$ cat src/rtl/clkgen_ctrl.sv
// Programmable clock divider with a ready/valid divisor handshake and glitch-free stop.
// Define CLKGEN_CTRL_TICK_EN to generate tick_o on each clk_o rising edge; otherwise tick_o is 0.
module clkgen_ctrl #(
  parameter int CLKIN   = 50,
  parameter int CLKOUT  = 12,
  parameter int DIV_W   = 16,
  parameter int DIV_RST = CLKIN / (2 * CLKOUT) - 1
) (
  input  logic             clk_i,
  input  logic             rst_i,
  input  logic             en_i,
  input  logic [DIV_W-1:0] div_i,
  input  logic             div_valid_i,
  output logic             div_ready_o,
  output logic             clk_o,
  output logic             tick_o,
  output logic             busy_o,
  output logic [DIV_W-1:0] cur_div_o
);

  typedef enum logic [1:0] {IDLE, RUN, PEND, STOP} state_t;

  state_t           r_state;
  state_t           w_state_nxt;
  logic [DIV_W-1:0] r_cnt;
  logic [DIV_W-1:0] w_cnt_nxt;
  logic [DIV_W-1:0] r_cur_div;
  logic [DIV_W-1:0] w_cur_nxt;
  logic [DIV_W-1:0] r_pend_div;
  logic [DIV_W-1:0] w_pend_nxt;
  logic             r_busy;
  logic             w_busy_nxt;
  logic             r_clk;
  logic             w_clk_nxt;
  logic             w_accept;
  logic             w_at_top;

  assign div_ready_o = (r_state == IDLE) || (r_state == RUN);
  assign w_accept    = div_valid_i && div_ready_o;
  assign w_at_top    = (r_cnt == r_cur_div);

  assign clk_o     = r_clk;
  assign busy_o    = r_busy;
  assign cur_div_o = r_cur_div;

  always_ff @(posedge clk_i) begin
    if (rst_i) begin
      r_state    <= IDLE;
      r_cnt      <= '0;
      r_cur_div  <= DIV_W'(DIV_RST);
      r_pend_div <= '0;
      r_busy     <= 1'b0;
      r_clk      <= 1'b0;
    end else begin
      r_state    <= w_state_nxt;
      r_cnt      <= w_cnt_nxt;
      r_cur_div  <= w_cur_nxt;
      r_pend_div <= w_pend_nxt;
      r_busy     <= w_busy_nxt;
      r_clk      <= w_clk_nxt;
    end
  end

  always_comb begin
    w_state_nxt = r_state;
    w_cnt_nxt   = r_cnt;
    w_cur_nxt   = r_cur_div;
    w_pend_nxt  = r_pend_div;
    w_busy_nxt  = r_busy;
    w_clk_nxt   = r_clk;
    case (r_state)
      IDLE: begin
        w_clk_nxt = 1'b0;
        w_cnt_nxt = '0;
        if (w_accept) w_cur_nxt = div_i;
        // Preload the counter to its top so clk_o rises on the first RUN cycle.
        if (en_i) begin
          w_state_nxt = RUN;
          w_cnt_nxt   = w_accept ? div_i : r_cur_div;
        end
      end
      RUN, PEND: begin
        if (w_at_top) begin
          w_cnt_nxt = '0;
          w_clk_nxt = ~r_clk;
          // A pending divisor only takes over at a rising edge, so the new high phase is full length.
          if (!r_clk && (r_state == PEND)) begin
            w_cur_nxt   = r_pend_div;
            w_busy_nxt  = 1'b0;
            w_state_nxt = RUN;
          end
        end else begin
          w_cnt_nxt = r_cnt + 1'b1;
        end
        if (w_accept) begin
          w_pend_nxt  = div_i;
          w_busy_nxt  = 1'b1;
          w_state_nxt = PEND;
        end
        if (!en_i) w_state_nxt = STOP;
      end
      STOP: begin
        // Hold any high phase to its natural end before parking low.
        if (!r_clk || w_at_top) begin
          w_clk_nxt   = 1'b0;
          w_cnt_nxt   = '0;
          w_state_nxt = IDLE;
          if (r_busy) begin
            w_cur_nxt  = r_pend_div;
            w_busy_nxt = 1'b0;
          end
        end else begin
          w_cnt_nxt = r_cnt + 1'b1;
        end
      end
      default: w_state_nxt = IDLE;
    endcase
  end

`ifdef CLKGEN_CTRL_TICK_EN
  logic r_tick;
  logic w_rise;

  assign w_rise = ((r_state == RUN) || (r_state == PEND)) && w_at_top && !r_clk;

  always_ff @(posedge clk_i) begin
    if (rst_i) r_tick <= 1'b0;
    else       r_tick <= w_rise;
  end

  assign tick_o = r_tick;
`else
  assign tick_o = 1'b0;
`endif

endmodule

$ cat config.mk
export PLATFORM = sky130hd
export DESIGN_NAME = clkgen_ctrl
export DESIGN_NICKNAME = d
export VERILOG_FILES = /design/src/rtl/clkgen_ctrl.sv
export SDC_FILE = /design/constraint.sdc
export NUM_CORES = 1
export LEC_CHECK = 0
export ABC_AREA = 1
export CAP_MARGIN = 25
export CORE_MARGIN = 3
export CORE_UTILIZATION = 57
export CTS_BUF_LIST = sky130_fd_sc_hd__clkbuf_2 sky130_fd_sc_hd__clkbuf_4 sky130_fd_sc_hd__clkbuf_8
export CTS_CLUSTER_DIAMETER = 200
export CTS_CLUSTER_SIZE = 20
export DETAILED_ROUTE_END_ITERATION = 10
export PLACE_DENSITY = 0.82
export SLEW_MARGIN = 25
export SYNTH_ARGS = -nofsm -noshare
export SYNTH_HDL_FRONTEND = slang
export SYNTH_SLANG_ARGS = --single-unit
$ cat constraint.sdc
create_clock -name clk_i -period 2 [get_ports clk_i]
set_input_delay 0.2 -clock clk_i [delete_from_list [all_inputs] [get_ports clk_i]]
set_output_delay 0.2 -clock clk_i [all_outputs]
set_load 0.05 [all_outputs]
Yosys cells after proc, flatten, opt, wreduce, memory -nomap -nowiden --
Cells that the tools add are included.
Cells by class: add/subtract/negate cells 1, multiplexer cells 24, bitwise gates (word level) 1, reductions and logical operators 13, eq/ne operators 13
Operators with widths (count):
- two-way mux 16 bit | 8
- case mux 16 bit (3 select lines) | 2
- adder 16 x 1 -> 16 bit, second input constant | 1
- equality test 16 bit | 1
- two-way mux 2 bit | 6
- AND reduction 4 bit | 3
- != test 2 bit, second input constant | 5
- != test 4 bit, second input constant | 2
- != test 3 bit, second input constant | 2
- case mux 2 bit (3 select lines) | 1
- two-way mux 1 bit | 5
- equality test 2 bit, second input constant | 2
- AND reduction 2 bit | 2
- case mux 1 bit (3 select lines) | 1
- equality test 2 x 1 -> 1 bit, second input constant | 1
- logical AND 1 bit | 2
- zero test 2 bit | 1
- logical OR 1 bit | 2
- case mux 1 bit (2 select lines) | 1
- nonzero test 2 bit | 1
- OR reduction 2 bit | 1
- zero test 1 bit | 1
- inverter 1 bit | 1
Word-level totals: word-level logic and storage cells 58, flip-flop bits (word level) 52, output and inout bits 20, input bits 20

Longest topological paths before layout --
Gate-level depths: netlist of the first run.
depth after elaboration 7, gate-level depth with buffers 14, depth with buffers taken out 13

Worst setup path before layout of the first run --
No wires, ideal clock.
path kind register to register, from register r_state[0], to register r_cur_div[0], in the netlist cur_div_o[0], required time 1.867 ns, buffers on the path 1, clock period less this slack 2.050 ns, library setup time 0.133 ns, setup slack -0.050 ns, arrival time 1.916 ns, stages on the path, launching flop included 11, path through dfxtp_1 -> inv_1 -> ha_1 -> or2_1 -> nand2_1 -> buf_2 -> or2_2 -> nand3_1 -> o21ai_0 -> nand2_1 -> nand3_1
Between the ends: longest elaborated chain between the ends 5, elaborated cells on any way between the ends 15, those cells by class 7 x eq/ne; 2 x mux; 6 x reduce/logical
RTL lines:
- start: declaration | RTL line 23 | state_t r_state;
- start signal: assignment | RTL line 55 | r_state <= w_state_nxt;
- equality test 2 x 1 -> 1 bit / zero test 2 bit (equally long branches) | RTL line 38 | assign div_ready_o = (r_state == IDLE) || (r_state == RUN);
- logical OR 1 bit * | RTL line 38
- named net div_ready_o | RTL line 14 | output logic div_ready_o,
- logical AND 1 bit * | RTL line 39 | assign w_accept = div_valid_i && div_ready_o;
- two-way mux 16 bit *
- case mux 16 bit (3 select lines) * | RTL line 71 | case (r_state)
- end signal: assignment | RTL line 50 | r_cur_div <= DIV_W'(DIV_RST);
- end signal: assignment | RTL line 57 | r_cur_div <= w_cur_nxt;
- end: declaration | RTL line 27 | logic [DIV_W-1:0] r_cur_div;
The timed path passes the listed nets; every way through them passes the cells marked *. A chain may end at the register's enable or synchronous reset.

Final worst setup path of the first run --
from register r_state[0], to register r_cur_div[2], in the netlist cur_div_o[2]
Between the ends: longest elaborated chain between the ends 5, elaborated cells on any way between the ends 15, those cells by class 7 x eq/ne; 2 x mux; 6 x reduce/logical
RTL lines (RTL line):
- equality test 2 x 1 -> 1 bit / zero test 2 bit (equally long branches) | 38, 71
- logical OR 1 bit | 38
- logical AND 1 bit | 39
- two-way mux 16 bit
- case mux 16 bit (3 select lines) | 71
Parallel ways exist; a longest one is shown, timed or not.

==> key figures, run 1 <==
Power and ir drop
  – Internal power: between 2 and 3 mW
  – Combinational power share: between 50 and 60%
  – Pwr dens: around 1400 nW/um2
  – P_sw: between 2 and 3 mW
  – IR drop worst, VDD: 1.144 mV
  – Final Power: ~5.3 mW
  – Lkg Pwr: roughly 1.6 nW
  – Reg power frac: 28.2%
  – Switching part of the total: roughly half
  – Clock power frac: roughly 14%

Setup path
  – CP max stage delay: 370 ps
  – Critical path cell sequence: inv_1 > ha_1 > or2_4 > nand2_4 > buf_6 > o21ai_0 > a21oi_1 > a21oi_1 > nand2_1 > nand2_1 > nor2_1
  – Arrival time at the worst endpoint: about 2100 ps
  – Buffers & Inverters on Critical Path: 2
  – Critical path capture point type: flop
  – Worst path required time: 2250 ps
  – CP Max Fanout: 13
  – Critical path type: reg2reg
  – CP max-delay cell: dfxtp_2
  – CP top delay family: simple AND/OR/NAND/NOR gates
  – Setup crit start kind: flop

Die
  – I/O pin count: 40
  – Core Area: between 4000 and 5000 um2
  – Die height: 78.74 um
  – Die width: slightly below 80 um
  – Num rows: 25
  – Die area: roughly 6200 um2
  – Initial Util: 61.40%

GRT
  – Total GRT Usage: a little over a quarter
  – Global route overflow: 0
  – Vias in the first global route: 2892
  – First-pass GRT wire length: about 13000 um
  – Initial antenna violation count: 0
  – Largest net degree at the start of global routing: 31

Placement
  – Port Buffers: 38
  – Placer Congestion: roughly 0.86
  – Dpl cell area: approximately 3500 um2
  – Dpl cells: just under 600
  – Dpl hpwl: 5483 um
  – Pre-CTS setup slack: -16.62 ps

Logic synthesis
  – Synth unique cells: 31
  – Synthesized area: between 3000 and 4000 um2
  – Sequential element share of the synthesized area: between 30% and 40%
  – Cells after Synth: roughly 480
  – Syn_nets: slightly above 500
  – Yosys warns: 0
  – Syn_area_per_cell: between 6 and 7 um2
  – #FFs+latches synth: 52

STA
  – Final hold vios: 0
  – Fin Setup TNS: 0 ps
  – Fmax: ~550 MHz
  – Tmin final: about 1800 ps
  – RSZ-0062 raised after global routing: no
  – Final hold slack: 464.7 ps
  – Final period utilization: just over 90%
  – Measured slew at the worst slew-check pin: between 500 and 600 ps
  – Setup slack after layout: around 180 ps
  – Endpoints failing setup: 0
  – Final number of max-transition violations: 0
  – Slew HR: approximately 66%
  – Final clock skew: approximately 12 ps

Route
  – Final wirelength: between 8000 and 9000 um
  – Initial DRC count: roughly 230
  – Routed via count: ~3200
  – Final routed DRC violation total: 0
  – Vias/cell: approximately 5.4
  – Final ANT Viol Nets: 0
  – Initial DRT Pass Iterations: 5
  – Routed length per instance: between 10 and 15 um

Min path
  – Hold Path Class: reg2reg

Clocking
  – H-tree depth: 2
  – Clk slew on worst S/H paths: roughly 100 ps
  – Sink Count: 52
  – Clock tree from TritonCTS: done
  – Post-CTS Setup Bufs: 0
  – CTS Buf Count: 5
  – CTS root buf: clkbuf_8
  – Worst-skew pair later-pin latency: just over 300 ps
  – Bufs on Longest Clock Path: 2

Finish
  – Share of layout cells above drive strength 1: around 9.2%
  – Final instance area: ~3700 um2
  – Non-filler cells, final: between 500 and 600
  – Fin nets: between 500 and 600
  – Fill cells: roughly 400
  – Area Overhead vs Synth: 21.37%
  – Ant. Diodes: 0
  – Fin util: about three quarters

Run status
  – Status: finished clean

Job
  – Maxcap violations: 0
-- per-layer routing --
| metal | track usage (%) | part of all wire [%] | vias up |
|---|---|---|---|
| li1 | - | - | 1584 |
| met1 | 36.72 | 45 | 1432 |
| met2 | 43.21 | 47 | 134 |
| met3 | 3.968 | 6.8 | 16 |
| met4 | 9.266 | 1.6 | 0 |
| met5 | 0 | 0 | - |
-- flip-flops by register name, indices dropped and copies added (netlist names) --
register,cells
clk_o,1
r_pend_div,16
busy_o,1
r_cnt,16
cur_div_o,16
r_state,2
-- logic make-up (layout without fill, tap and decap cells) --
family | after synthesis | after routing | share of synthesized area, %
compound gates | 91 | 91 | 15.69
fa+ha+maj | 6 | 6 | 2.490
xor+xnor | 12 | 12 | 3.485
simple gates | 244 | 244 | 32.99
flops | 52 | 52 | 34.52
other cells | 1 | 1 | 0.1244
buf+inv | 76 | 115 | 10.71
-- worst paths after layout --
check / endpoint / startpoint / slack [ps] / cells past startpoint
setup / recovery: cur_div_o[2] / r_state[0] / 180 / 11
hold / removal: r_pend_div[0] / r_pend_div[0] / 460 / 2
setup reg to reg: cur_div_o[2] / r_state[0] / 180 / 11
hold reg to reg: r_pend_div[0] / r_pend_div[0] / 460 / 2
-- synth_stat cells (all sizes together) --
cell | count | area, um2
a22oi | 1 | 7.510
ha | 6 | 75.07
o22ai | 1 | 6.260
conb | 1 | 3.750
xor2 | 12 | 105.1
inv | 52 | 195.2
nand2 | 152 | 580.6
a21oi | 64 | 320.3
nor2 | 57 | 226.5
o211ai | 1 | 7.510
o21ai | 24 | 131.4
clkbuf | 10 | 37.54
dfxtp | 52 | 1041
clkinv | 1 | 5.000
nand4 | 2 | 12.51
nand3b | 1 | 7.510
buf | 13 | 85.07
nand3 | 25 | 125.1
or2 | 2 | 12.52
nor3 | 5 | 30.03
-- power groups by stage --
stage,clock [mW],combinational (mW),sequential (mW)
floorplan,0,1.81,1.83
global placement,0,2.83,1.49
detailed placement,0,2.88,1.50
CTS,0.754,2.89,1.48
global route,0.795,3.32,1.52
finish,0.741,3.04,1.49
-- layout by cell type (no fill, tap or decap), types with 2 or more instances in the layout --
master / count
nor3_1: 4
buf_4: 12
dfxtp_2: 2
ha_1: 5
clkdlybuf4s50_1: 37
nand4_1: 2
nor2_2: 3
inv_1: 45
o21ai_0: 23
nand2_1: 148
nor2_1: 53
clkbuf_8: 5
dfxtp_1: 50
nand3_1: 25
a21oi_1: 64
nand2_4: 3
buf_6: 2
xor2_1: 12
inv_2: 7
-- timing repair --
item	in CTS	in global routing
hold buffers	0	0
endpoints found under the hold margin	0	0
resized for setup	1	13
gates cloned	0	1
setup endpoints to repair	2	34
-- final cells by class --
cell class	instances	area [um2]	share of cell area, %
Tap cell	67	83.83	2.291
Timing Repair Buffer	54	543.0	14.84
Sequential cell	52	1044	28.51
Inverter	53	203.9	5.573
Clock buffer	6	76.32	2.085
Multi-Input combinational cell	354	1674	45.74
Clock inverter	2	35.03	0.9573
-- tightest hold or removal path, cell delays in order, from the launching register on --
cell and delay (ps):
dfxtp_1 310, inv_1 60, a21oi_1 60
(Power assumes the default switching activity.)
==> inputs of run 2 (changes only) <==
Settings changed: CORE_MARGIN 3 to 2.
==> run 2 against run 1 <==
Via count fell by 0.41%. Worst setup slack improved by 18 ps. First-iteration DRC count rose by 37%. Total power fell by 1.9%. Clock-buffer cell count fell by 1. Critical path depth rose by 2. Sequential power barely moved. Largest power group unchanged.
==> key figures, run 2 (synthesis results as in run 1) <==
Clocking
  – CTS Hold Bufs: 0
  – Worst-skew pair later-pin latency: around 310 ps
  – CTS root buf: clkbuf_8
  – Sink Count: 52
  – Clock tree from TritonCTS: done
  – H-tree depth: 2
  – Clk slew on worst S/H paths: 110 ps
  – CTS Buf Count: 5
  – Bufs on Longest Clock Path: 2

STA
  – Final number of max-transition violations: 0
  – Fin Setup TNS: 0 ps
  – Final clock skew: roughly 12 ps
  – Tmin final: between 1500 and 2000 ps
  – Fmax: ~560 MHz
  – Final period utilization: between 80 and 90%
  – Slew HR: between 60% and 70%
  – Endpoints failing setup: 0
  – Measured slew at the worst slew-check pin: about 500 ps
  – Final hold vios: 0

Power and ir drop
  – Pwr dens: 1427 nW/um2
  – Final Power: 5.163 mW
  – Reg power frac: 28.8%
  – P_sw: around 2.5 mW
  – Lkg Pwr: between 1.5 and 2 nW
  – Clock power frac: 14.6%
  – Combinational power share: between 50% and 60%
  – Switching part of the total: between 40% and 50%
  – Internal power: approximately 2.6 mW
  – IR drop worst, VDD: ~0.95 mV

Finish
  – Fin util: 70.82%
  – Non-filler cells, final: ~600
  – Fill cells: 462
  – Area Overhead vs Synth: 19.96%
  – Ant. Diodes: 0
  – Storage element area: approximately 1000 um2
  – Most frequent cells in the layout: 148 x nand2_1, 64 x a21oi_1, 54 x nor2_1, 50 x dfxtp_1, 44 x inv_1
  – Fin nets: about 550
  – Final instance area: 3617 um2
  – Multi-input gate area: ~1700 um2
  – Share of layout cells above drive strength 1: under 10%
  – Most common cell after layout, fill and taps aside: nand2_1

Route
  – Routed via count: 3153
  – Initial DRC count: a little over 300
  – Initial DRT Pass Iterations: 5
  – Final ANT Viol Nets: 0
  – Vias/cell: 5.344
  – Final wirelength: 7844 um
  – Routed length per instance: approximately 13 um
  – Final routed DRC violation total: 0

Die
  – Num rows: 26
  – Die width: ~77 um
  – Core Area: about 5000 um2
  – Initial Util: between 50% and 60%
  – Die area: a little under 6000 um2
  – I/O pin count: 40
  – Die height: 76.74 um

GRT
  – GR Util met2: between 40% and 50%
  – Met1 Use GR: between 30% and 40%
  – Global route overflow: 0
  – Vias in the first global route: roughly 2900
  – Global-route track usage on met3: between 3 and 4%
  – Initial antenna violation count: 0
  – Largest net degree at the start of global routing: 31
  – Grt peak-use layer: met2
  – Total GRT Usage: between 20% and 30%
  – First-pass GRT wire length: around 13000 um

Setup path
  – Critical path type: reg2reg
  – Critical path capture point type: flop
  – CP Max Fanout: 30
  – CP startpoint: cur_div_o[1]
  – Arrival time at the worst endpoint: roughly 2000 ps
  – Worst R2R Start: cur_div_o[1]
  – Register-to-Register Path Depth: 13
  – Worst path required time: 2210 ps
  – Setup crit start kind: flop

Min path
  – Hold Path Class: reg2reg
  – WHS Path Cells: 2
  – Hold path startpoint: r_pend_div[0]

Placement
  – Dpl hpwl: ~5400 um
  – Dpl cells: 581
  – Port Buffers: 38
  – Placer Congestion: between 0.8 and 0.9
  – Dpl cell area: ~3500 um2

Job
  – Maxcap violations: 0

Run status
  – Status: finished clean
==> run 2: final timing paths <==
check             endpoint  slack [ps]
max          cur_div_o[15]         200
min          r_pend_div[0]         470
max reg2reg  cur_div_o[15]         200
min reg2reg  r_pend_div[0]         470
==> run 2: layer usage <==
metal / vias to the layer above / part of all wire (%)
li1: 1583 / -
met3: 18 / 6.7
met2: 137 / 47
met1: 1415 / 44
met5: - / 0
met4: 0 / 1.8
==> run 2: stage by stage <==
stage | hold WS, ps | setup WS [ps]
floorplan | 364.9 | 167.0
global placement | 438.2 | 144.0
detailed placement | 450.5 | 86.17
CTS | 464.9 | 41.02
global route | 484.0 | -10.52
finish | 466.8 | 203.1
==> run 2: cell type report <==
type	count	share of cell area (%)
Clock buffer	5	1.902
Clock inverter	3	1.176
Inverter	53	5.949
Multi-Input combinational cell	354	45.94
Sequential cell	52	28.85
Tap cell	70	2.421
Timing Repair Buffer	53	13.77
==> run 2: power by group through the flow <==
stage	clock network, mW	registers [mW]	logic (mW)
global route	0.784	1.52	3.24
global placement	0	1.49	2.76
CTS	0.746	1.48	2.83
floorplan	0	1.83	1.81
detailed placement	0	1.50	2.81
finish	0.753	1.49	2.92
==> run 2: critical path, stage by stage, from the launching register on <==
cell,delay [ps]
dfxtp_1,430
inv_1,100
nand2_1,70
nand2_1,50
nor2_1,100
nand2_1,80
nor2_2,180
nand2_2,130
o21ai_4,120
nand2_4,110
clkinv_8,150
nand2_1,70
nand2_1,60
nor2_1,50
==> run 2: what timing repair did <==
item / CTS / global route
resized for setup: 0 / 12
buffers inserted: 0 / 1
endpoints found under the setup margin: 0 / 28
==> inputs of run 3 (changes only) <==
Settings changed: CORE_UTILIZATION 57 to 45, CTS_CLUSTER_DIAMETER 200 to default, PLACE_DENSITY 0.82 to 0.67.
Clock period 2 ns to 2.2 ns, I/O delays scaled along.
==> run 3 against run 2 <==
The flow now finishes with violations (DRC). Clock power fell by 8.2%. Sequential share of layout area rose by 0.12 points. Worst setup slack improved by 23 ps. Routed wire length rose by 0.71%. Cell count rose by 0.85%. First-iteration DRC count fell by 43%. Via count fell by 2.9%. Flip-flop and latch count did not move. Total power fell by 9.6%. Core utilization fell by 15 points. Clock-buffer cell count rose by 1. Worst hold slack got worse by 6.7 ps. Critical path type unchanged. Highest routed layer unchanged.
==> key figures, run 3 (synthesis results as in run 1) <==
Route
  – Final routed DRC violation total: 1
  – Routed length per instance: roughly 13 um
  – Routed via count: between 3000 and 4000
  – Initial DRC count: 175
  – Vias/cell: ~5
  – Final wirelength: 7900 um
  – Initial DRT Pass Iterations: 10
  – Final ANT Viol Nets: 0

Setup path
  – CP Max Fanout: 11
  – Critical path capture point type: flop
  – Critical path type: reg2reg
  – Setup crit start kind: flop
  – Worst path required time: approximately 2400 ps
  – Arrival time at the worst endpoint: about 2200 ps

GRT
  – Global route overflow: 0
  – Initial antenna violation count: 0
  – First-pass GRT wire length: 13530 um
  – Total GRT Usage: between 20% and 30%
  – Vias in the first global route: between 2000 and 3000
  – Largest net degree at the start of global routing: 31

STA
  – Setup slack after layout: 225.9 ps
  – Tmin final: between 1500 and 2000 ps
  – Final period utilization: 89.73%
  – Endpoints failing setup: 0
  – Slew HR: roughly two thirds
  – Final clock skew: ~8 ps
  – Measured slew at the worst slew-check pin: between 500 and 600 ps
  – Fmax: 506.6 MHz
  – Fin Setup TNS: 0 ps
  – Final hold vios: 0
  – RSZ-0062 raised after global routing: no
  – Final number of max-transition violations: 0

Placement
  – Pre-CTS setup slack: 259.7 ps
  – Dpl cells: 587
  – Port Buffers: 38
  – Dpl cell area: between 3000 and 4000 um2
  – Dpl hpwl: ~5500 um
  – Placer Congestion: roughly 0.9

Die
  – Core Area: about 6400 um2
  – Initial Util: 46.95%
  – Die height: ~86 um
  – Num rows: 29
  – I/O pin count: 40
  – Die area: between 7000 and 8000 um2
  – Die width: approximately 86 um

Clocking
  – Worst-skew pair later-pin latency: 310 ps
  – CTS root buf: clkbuf_8
  – Bufs on Longest Clock Path: 2
  – Clock tree from TritonCTS: done
  – Post-CTS Setup Bufs: 0
  – Sink Count: 52
  – Cts repair resizes: 0
  – H-tree depth: 2
  – CTS Buf Count: 5
  – Clk slew on worst S/H paths: roughly 100 ps
  – CTS Hold Bufs: 0

Min path
  – Hold Path Class: reg2reg

Finish
  – Most frequent cells in the layout: 150 x nand2_1, 64 x a21oi_1, 54 x nor2_1, 52 x dfxtp_1, 45 x inv_1
  – Share of layout cells above drive strength 1: between 7 and 8%
  – Ant. Diodes: 0
  – Most common cell after layout, fill and taps aside: nand2_1
  – Area Overhead vs Synth: 19.17%
  – Final instance area: about 3600 um2
  – Non-filler cells, final: 595
  – Fill cells: ~640
  – Fin nets: 543

Power and ir drop
  – Lkg Pwr: approximately 1.5 nW
  – P_sw: around 2.3 mW
  – Reg power frac: between 20 and 30%
  – Internal power: approximately 2.4 mW
  – Pwr dens: ~1300 nW/um2
  – Clock power frac: approximately 15%
  – Switching part of the total: between 40% and 50%
  – IR drop worst, VDD: between 0.6 and 0.7 mV
  – Combinational power share: 56.5%

Run status
  – Status: finished, violations left
  – Failing checks: DRC

Job
  – Maxcap violations: 0
-- run 3: cell types whose count changed in the layout (fill, tap and decap cells not counted), moves of 2 or more --
| cell | before | now |
|---|---|---|
| buf_4 | 14 | 12 |
| buf_6 | 2 | 0 |
| clkinvlp_4 | 2 | 0 |
| dfxtp_1 | 50 | 52 |
| dfxtp_2 | 2 | 0 |
| nand2_1 | 148 | 150 |
| nand2_2 | 3 | 1 |
-- run 3: routing by layer --
metal  part of all wire [%]  global-route usage (%)  vias up
met5                      0                       0        -
met4                    1.4                   6.782        0
met3                    5.3                   3.369        8
met2                     45                   36.86       89
met1                     48                   32.15     1385
li1                       -                       -     1580
-- run 3: through the flow --
step | power (mW) | hold slack, ps | utilization [%]
2_1_floorplan | 3.304 | 385.0 | -
3_3_place_gp | 3.966 | 443.1 | 54.18
3_5_place_dp | 3.993 | 439.3 | 54.18
4_1_cts | 4.679 | 456.4 | 55.91
5_1_grt | 5.058 | 498.3 | 55.95
6_report | 4.668 | 460.1 | 55.95
-- run 3: power by group through the flow --
stage	Clock (mW)	Sequential, mW	Combinational [mW]
5_1_grt	0.731	1.38	2.95
4_1_cts	0.698	1.34	2.64
3_3_place_gp	0	1.36	2.61
2_1_floorplan	0	1.66	1.64
3_5_place_dp	0	1.36	2.63
6_report	0.691	1.34	2.64
-- run 3: layout make-up --
class,instances,area (um2),area share [%]
clock buffers,6,76.32,2.124
clock inverters,2,35.03,0.9749
inverters,53,200.2,5.571
multi-input cells,354,1652,45.96
flip-flops and latches,52,1041,28.97
well taps,77,96.34,2.681
repair buffers,51,493.0,13.72
-- run 3: path summary, 6_finish.rpt --
kind / to / slack, ps / cells past startpoint / start
worst min register to register: r_pend_div[0] / 460 / 2 / r_pend_div[0]
worst min-delay path: r_pend_div[0] / 460 / 2 / r_pend_div[0]
worst max register to register: r_pend_div[1] / 230 / 9 / r_state[0]
worst max-delay path: r_pend_div[1] / 230 / 9 / r_state[0]
-- run 3: worst max-delay path, cell delays in order (launching register included) --
cell and delay [ps]:
dfxtp_1 400, inv_1 100, ha_1 210, or2_1 220, nand2_1 120, inv_2 110
nand2_1 280, buf_4 270, nand2_1 80, a21oi_1 140
